## config.mk

```make
export PLATFORM = sky130hd
export DESIGN_NAME = output_writeback
export DESIGN_NICKNAME = d
export VERILOG_FILES = /design/src/rtl/output_writeback.sv
export SDC_FILE = /design/constraint.sdc
export NUM_CORES = 1
export LEC_CHECK = 0
export ABC_AREA = 1
export BUFFER_PORTS_ARGS = -buffer_cell sky130_fd_sc_hd__clkbuf_2
export CORE_UTILIZATION = 54
export DETAILED_ROUTE_END_ITERATION = 8
export HOLD_SLACK_MARGIN = 0.05
export PLACE_DENSITY = 0.77
export SETUP_SLACK_MARGIN = 0.1
export SLEW_MARGIN = 25
export SYNTH_ARGS = -nofsm -noshare
export SYNTH_HDL_FRONTEND = slang
export SYNTH_SLANG_ARGS = --single-unit
export TNS_END_PERCENT = 50
```

## constraint.sdc

```tcl
create_clock -name clk -period 3.06 [get_ports clk]
set_input_delay 0.153 -clock clk [delete_from_list [all_inputs] [get_ports clk]]
set_output_delay 0.153 -clock clk [all_outputs]
set_load 0.05 [all_outputs]
```

## src/rtl/output_writeback.sv

```systemverilog
// output_writeback: buffers the convolution result stream in a small
// register FIFO and writes each sample to external memory.
// Ports:
//   clk, arst_in          clock, async active-high reset
//   start                 pulse in IDLE: clear counters/flags, begin a map
//   in_data/in_valid      signed result sample, no backpressure
//   in_x/in_y/in_ch       sample coordinates
//   ext_mem_write_*       memory write port (addr, din, en, ready)
//   busy/done/overflow    status; done pulses once per map
//   words_written         completed memory writes in this map
module output_writeback #(
    parameter int IO_DATA_WIDTH      = 16,
    parameter int EXT_MEM_WIDTH      = 32,
    parameter int EXT_MEM_HEIGHT     = 1 << 20,
    parameter int FEATURE_MAP_WIDTH  = 1024,
    parameter int FEATURE_MAP_HEIGHT = 1024,
    parameter int OUTPUT_NB_CHANNELS = 64,
    parameter int LOG2_OF_FIFO_DEPTH = 3,
    parameter int BASE_ADDR          = 0,
    localparam int AW    = $clog2(EXT_MEM_HEIGHT),
    localparam int XW    = $clog2(FEATURE_MAP_WIDTH),
    localparam int YW    = $clog2(FEATURE_MAP_HEIGHT),
    localparam int CHW   = $clog2(OUTPUT_NB_CHANNELS),
    localparam int TOTAL = FEATURE_MAP_WIDTH * FEATURE_MAP_HEIGHT
                           * OUTPUT_NB_CHANNELS,
    localparam int CNTW  = $clog2(TOTAL) + 1
) (
    input  logic                     clk,
    input  logic                     arst_in,
    input  logic                     start,
    input  logic [IO_DATA_WIDTH-1:0] in_data,
    input  logic                     in_valid,
    input  logic [XW-1:0]            in_x,
    input  logic [YW-1:0]            in_y,
    input  logic [CHW-1:0]           in_ch,
    output logic [AW-1:0]            ext_mem_write_addr,
    output logic [EXT_MEM_WIDTH-1:0] ext_mem_din,
    output logic                     ext_mem_write_en,
    input  logic                     ext_mem_write_ready,
    output logic                     busy,
    output logic                     done,
    output logic                     overflow,
    output logic [CNTW-1:0]          words_written
);

    localparam int D  = 2 ** LOG2_OF_FIFO_DEPTH;
    localparam int PW = LOG2_OF_FIFO_DEPTH;
    localparam int FW = LOG2_OF_FIFO_DEPTH + 1;

    typedef enum logic [1:0] {
        IDLE,
        RUN,
        DRAIN,
        DONE
    } state_t;

    state_t state;

    logic [AW-1:0]            addr_mem [D];
    logic [EXT_MEM_WIDTH-1:0] data_mem [D];
    logic [PW-1:0]            wr_ptr;
    logic [PW-1:0]            rd_ptr;
    logic [FW-1:0]            count;
    logic [CNTW-1:0]          acc_cnt;

    logic        empty;
    logic        full;
    logic        push_req;
    logic        push;
    logic        pop;
    logic        drop;
    logic [63:0] addr_full;
    logic [AW-1:0]            push_addr;
    logic [EXT_MEM_WIDTH-1:0] push_data;

    // Address is formed at full 64-bit width, then wrapped to the memory.
    assign addr_full = 64'(BASE_ADDR)
                     + (64'(in_y) * 64'(FEATURE_MAP_WIDTH) + 64'(in_x))
                       * 64'(OUTPUT_NB_CHANNELS)
                     + 64'(in_ch);
    assign push_addr = addr_full[AW-1:0];
    assign push_data = EXT_MEM_WIDTH'($signed(in_data));

    assign busy  = (state == RUN) || (state == DRAIN);
    assign done  = (state == DONE);
    assign empty = (count == '0);
    assign full  = (count == FW'(D));

    assign ext_mem_write_en = busy && !empty;
    assign pop      = ext_mem_write_en && ext_mem_write_ready;
    assign push_req = (state == RUN) && in_valid;
    // A full FIFO still accepts when the head leaves in the same cycle.
    assign push     = push_req && (!full || pop);
    assign drop     = push_req && full && !pop;

    assign ext_mem_write_addr = ext_mem_write_en ? addr_mem[rd_ptr] : '0;
    assign ext_mem_din        = ext_mem_write_en ? data_mem[rd_ptr] : '0;

    always_ff @(posedge clk) begin
        if (push) begin
            addr_mem[wr_ptr] <= push_addr;
            data_mem[wr_ptr] <= push_data;
        end
    end

    always_ff @(posedge clk or posedge arst_in) begin
        if (arst_in) begin
            wr_ptr <= '0;
            rd_ptr <= '0;
            count  <= '0;
        end else begin
            if (push) wr_ptr <= wr_ptr + PW'(1);
            if (pop)  rd_ptr <= rd_ptr + PW'(1);
            unique case ({push, pop})
                2'b10:   count <= count + FW'(1);
                2'b01:   count <= count - FW'(1);
                default: count <= count;
            endcase
        end
    end

    always_ff @(posedge clk or posedge arst_in) begin
        if (arst_in) begin
            state         <= IDLE;
            acc_cnt       <= '0;
            overflow      <= 1'b0;
            words_written <= '0;
        end else begin
            if (pop)      words_written <= words_written + CNTW'(1);
            if (drop)     overflow      <= 1'b1;
            // Dropped samples still count so the map always completes.
            if (push_req) acc_cnt       <= acc_cnt + CNTW'(1);
            unique case (state)
                IDLE: begin
                    if (start) begin
                        state         <= RUN;
                        acc_cnt       <= '0;
                        overflow      <= 1'b0;
                        words_written <= '0;
                    end
                end
                RUN: begin
                    if (push_req && acc_cnt == CNTW'(TOTAL - 1))
                        state <= DRAIN;
                end
                DRAIN: begin
                    if (empty) state <= DONE;
                end
                DONE: state <= IDLE;
                default: state <= IDLE;
            endcase
        end
    end

endmodule

```

==> results.yml <==
floorplanning:
  core_region_area_um2: 27900
  rows: 61
  die_h_um: 171
  start_util_pct: 55.2
  ioPinCount: 130
  die_w_um: 171
  dieArea_um2: 29100
grt:
  grt_overflow_total: 0
  grt_pass1_vias: 10400
  track_usage_pct: 23.7
  grt_pass1_wl_um: 53600
  grt_max_degree: 70
  antenna_found_initial: 0
hold_path:
  min_path_type: "in -> async"
drt:
  vias_per_cell: 5.65
  vias: 11200
  routedWlPerCell_um: 17.6
  drt_iter0_markers: 1071
  postRouteAntennaNets: 0
  drt-pass1-iter-count: 5
  route.detailed.drc: 0
  totalWireLength_um: 34800
timing:
  slew_viol_final: 0
  hold_viol: 0
  tightest_slew_ps: 746
  relSlewSlack_pct: 50.2
  rsz0062_at_grt: "true"
  fin_ws_ps: 203
  min_period_over_period_pct: 93.4
  setup_violations: 0
  period_minus_slack_ps: 2860
  clock.fmax_mhz: 350
  fin_worst_skew_ps: 20.9
clock_network:
  root_buffer: "clkbuf_16"
  cts_tree: "built"
  insertion_delay_ps: 530
  cts_htree_levels: 2
  clk_pin_slew_ps: 70
  cts_made_buffers: 36
  clock-sinks: 355
  clock_path_buffers: 3
synthesis:
  post_synth_num_cell_types: 40
  ys_seq_area_share_pct: 67.2
  avgSynthCellArea_um2: 10.8
  syn_area_um2: 15400
  syn_nets: 1474
  synth_cells: 1417
  ys.flop_type: "edfxtp_1"
  async_flop_share_pct: 18.9
  ys_ff_latch: 355
  synth_edf_count: 288
  ys_warn_count: 0
final_layout:
  area_growth_pct: 17.3
  antenna_cells: 0
  fin_nets: 1627
  final_cells: 1976
  drive_gt1_share_pct: 14.9
worst_setup_path:
  r2r-start: "state[0]"
  cp-end-kind: "primary output"
  reg2reg_to: "data_mem[1][11]"
  arrival_ps: 2700
  reg2reg_slack_ps: 540
  crit_chain: "inv_6 > buf_16 > nor2_1 > o32ai_1 > o21ai_1 > nor2_1 > clkbuf_2"
  cp.required_ps: 2910
  slowest_delay_ps: 620
  crit_family: "buffers and inverters"
  reg2regPathDepth: 9
  cpMostUsedCell: "nor2_1"
  crit_type: "reg -> out"
  slowest_stage: "dfrtp_4"
  path_buf_inv: 3
  crit_path_start_kind: "flop"
  worstPathMaxFanout: 69
place:
  io_buffers: 123
  gp_congestion: 0.914
  dp_hpwl_um: 20000
  dp.cells: 1868
  post-place-ws_ps: 544
job:
  maxCapViolations: 0
power_and_ir_drop:
  ir_drop_mv: 0.741
  power_density_nw_per_um2: 990
  cellLeakagePower_nw: 6.72
run_status:
  status: "complete, no violations"
==> metal layers <==
metal  GRT usage [%]  up-vias  share of wire, %
li1                -     5237                 -
met1            31.4     5420                42
met2            39.2      426                48
met3            4.02       79               7.3
met4            9.09        0               2.8
met5               0        -                 0
==> cells in the mapped netlist, types with 2 or more instances <==
cell       instances  area, um2
nor2_1           387       1450
edfxtp_1         288       8650
nand2_1          198        743
o21ai_0          115        576
o32ai_1           72        631
dfrtp_1           67       1680
inv_1             59        221
clkbuf_1          37        139
nand3_1           29        145
a21oi_1           27        135
buf_2             18       90.1
buf_4             17        128
xor2_1            13        114
o21ai_1           11       55.1
ha_1              10        125
nor3_1             9       45.0
buf_1              8       30.0
nand3b_1           7       52.6
nand4_1            7       43.8
xnor2_1            6       52.6
nor2_2             4       25.0
o21bai_1           4       30.0
a2bb2oi_1          3       26.3
inv_2              3       11.3
nand3_2            2       20.0
nor3_4             2       32.5
==> registers in the layout, indices dropped and copies added (netlist names) <==
signal         cells
acc_cnt           27
addr_mem         160
count              4
data_mem         128
overflow           1
rd_ptr             3
state              2
words_written     27
wr_ptr             3
==> placed cells by master, fill, tap and decap left out, types with 36 or more instances in the layout <==
cell type,count
dfrtp_1,65
o21ai_0,115
edfxtp_1,288
dlygate4sd3_1,39
clkbuf_2,123
nor2_1,378
inv_1,58
clkbuf_16,36
o32ai_1,72
nand2_1,198
==> worst reg2reg max path: stages (launching register included) <==
cell and delay [ps]:
dfrtp_1 390, inv_1 100, ha_1 400, nand3_2 100, nand2_1 90, nand2_1 120, inv_1 140, nand2_1 230
nor2_4 160, buf_4 420
==> layout make-up <==
class | instances | area, um2
clock buffers | 42 | 943
clock inverters | 24 | 195
fillers | 2023 | 9840
inverters | 63 | 241
multi-input cells | 919 | 4490
flip-flops and latches | 355 | 10300
well taps | 378 | 473
repair buffers | 195 | 1350
==> through the flow <==
| stage | setup TNS, ps | util (%) | hold slack (ps) | power, W | cell area, um2 |
|---|---|---|---|---|---|
| detailed placement | 0 | 58.9 | 117 | 0.0135 | 16400 |
| global route | 0 | 64.7 | 164 | 0.0187 | 18000 |
| CTS | 0 | 64.5 | 128 | 0.0177 | 18000 |
| floorplan | -18480 | - | 252 | 0.0118 | 15400 |
| finish | 0 | 64.7 | 124 | 0.0178 | 18000 |
| global placement | 0 | 58.9 | 109 | 0.0133 | 16400 |
==> worst max path at each step <==
stage                     startpoint             end  slack (ps)  cells after the start
final                      rd_ptr[0]  ext_mem_din[9]         200                      7
after global routing       rd_ptr[0]  ext_mem_din[9]          60                      7
after CTS                  rd_ptr[0]  ext_mem_din[9]          80                      7
after detailed placement    state[0]  data_mem[1][3]         540                      9
after global placement      state[0]  data_mem[3][3]         620                      9
after floorplan             state[0]  addr_mem[0][0]        -100                      7
==> where the power goes <==
part,internal [W],switching [W]
combinational,0.00190,0.00585
sequential,0.00559,0.000292
clock,0.00240,0.00181
total,0.00989,0.00795
==> timing repair <==
action / CTS / global route
buffers inserted: 0 / 3
hold buffers: 39 / 0
endpoints found under the setup margin: 19 / 49
endpoints found under the hold margin: 305 / 0
gates resized for setup: 1 / 3
pin swaps: 0 / 1
cloned: 0 / 0
==> kinds of logic after synthesis <==
group | synth area share, %
and+or+nand+nor | 17.3
DFF | 67.2
AOI/OAI and AO/OA | 9.59
buffers and inverters | 4.05
xor gates and xnor gates | 1.08
adders and majority gates | 0.814
(Power assumes the default switching activity.)
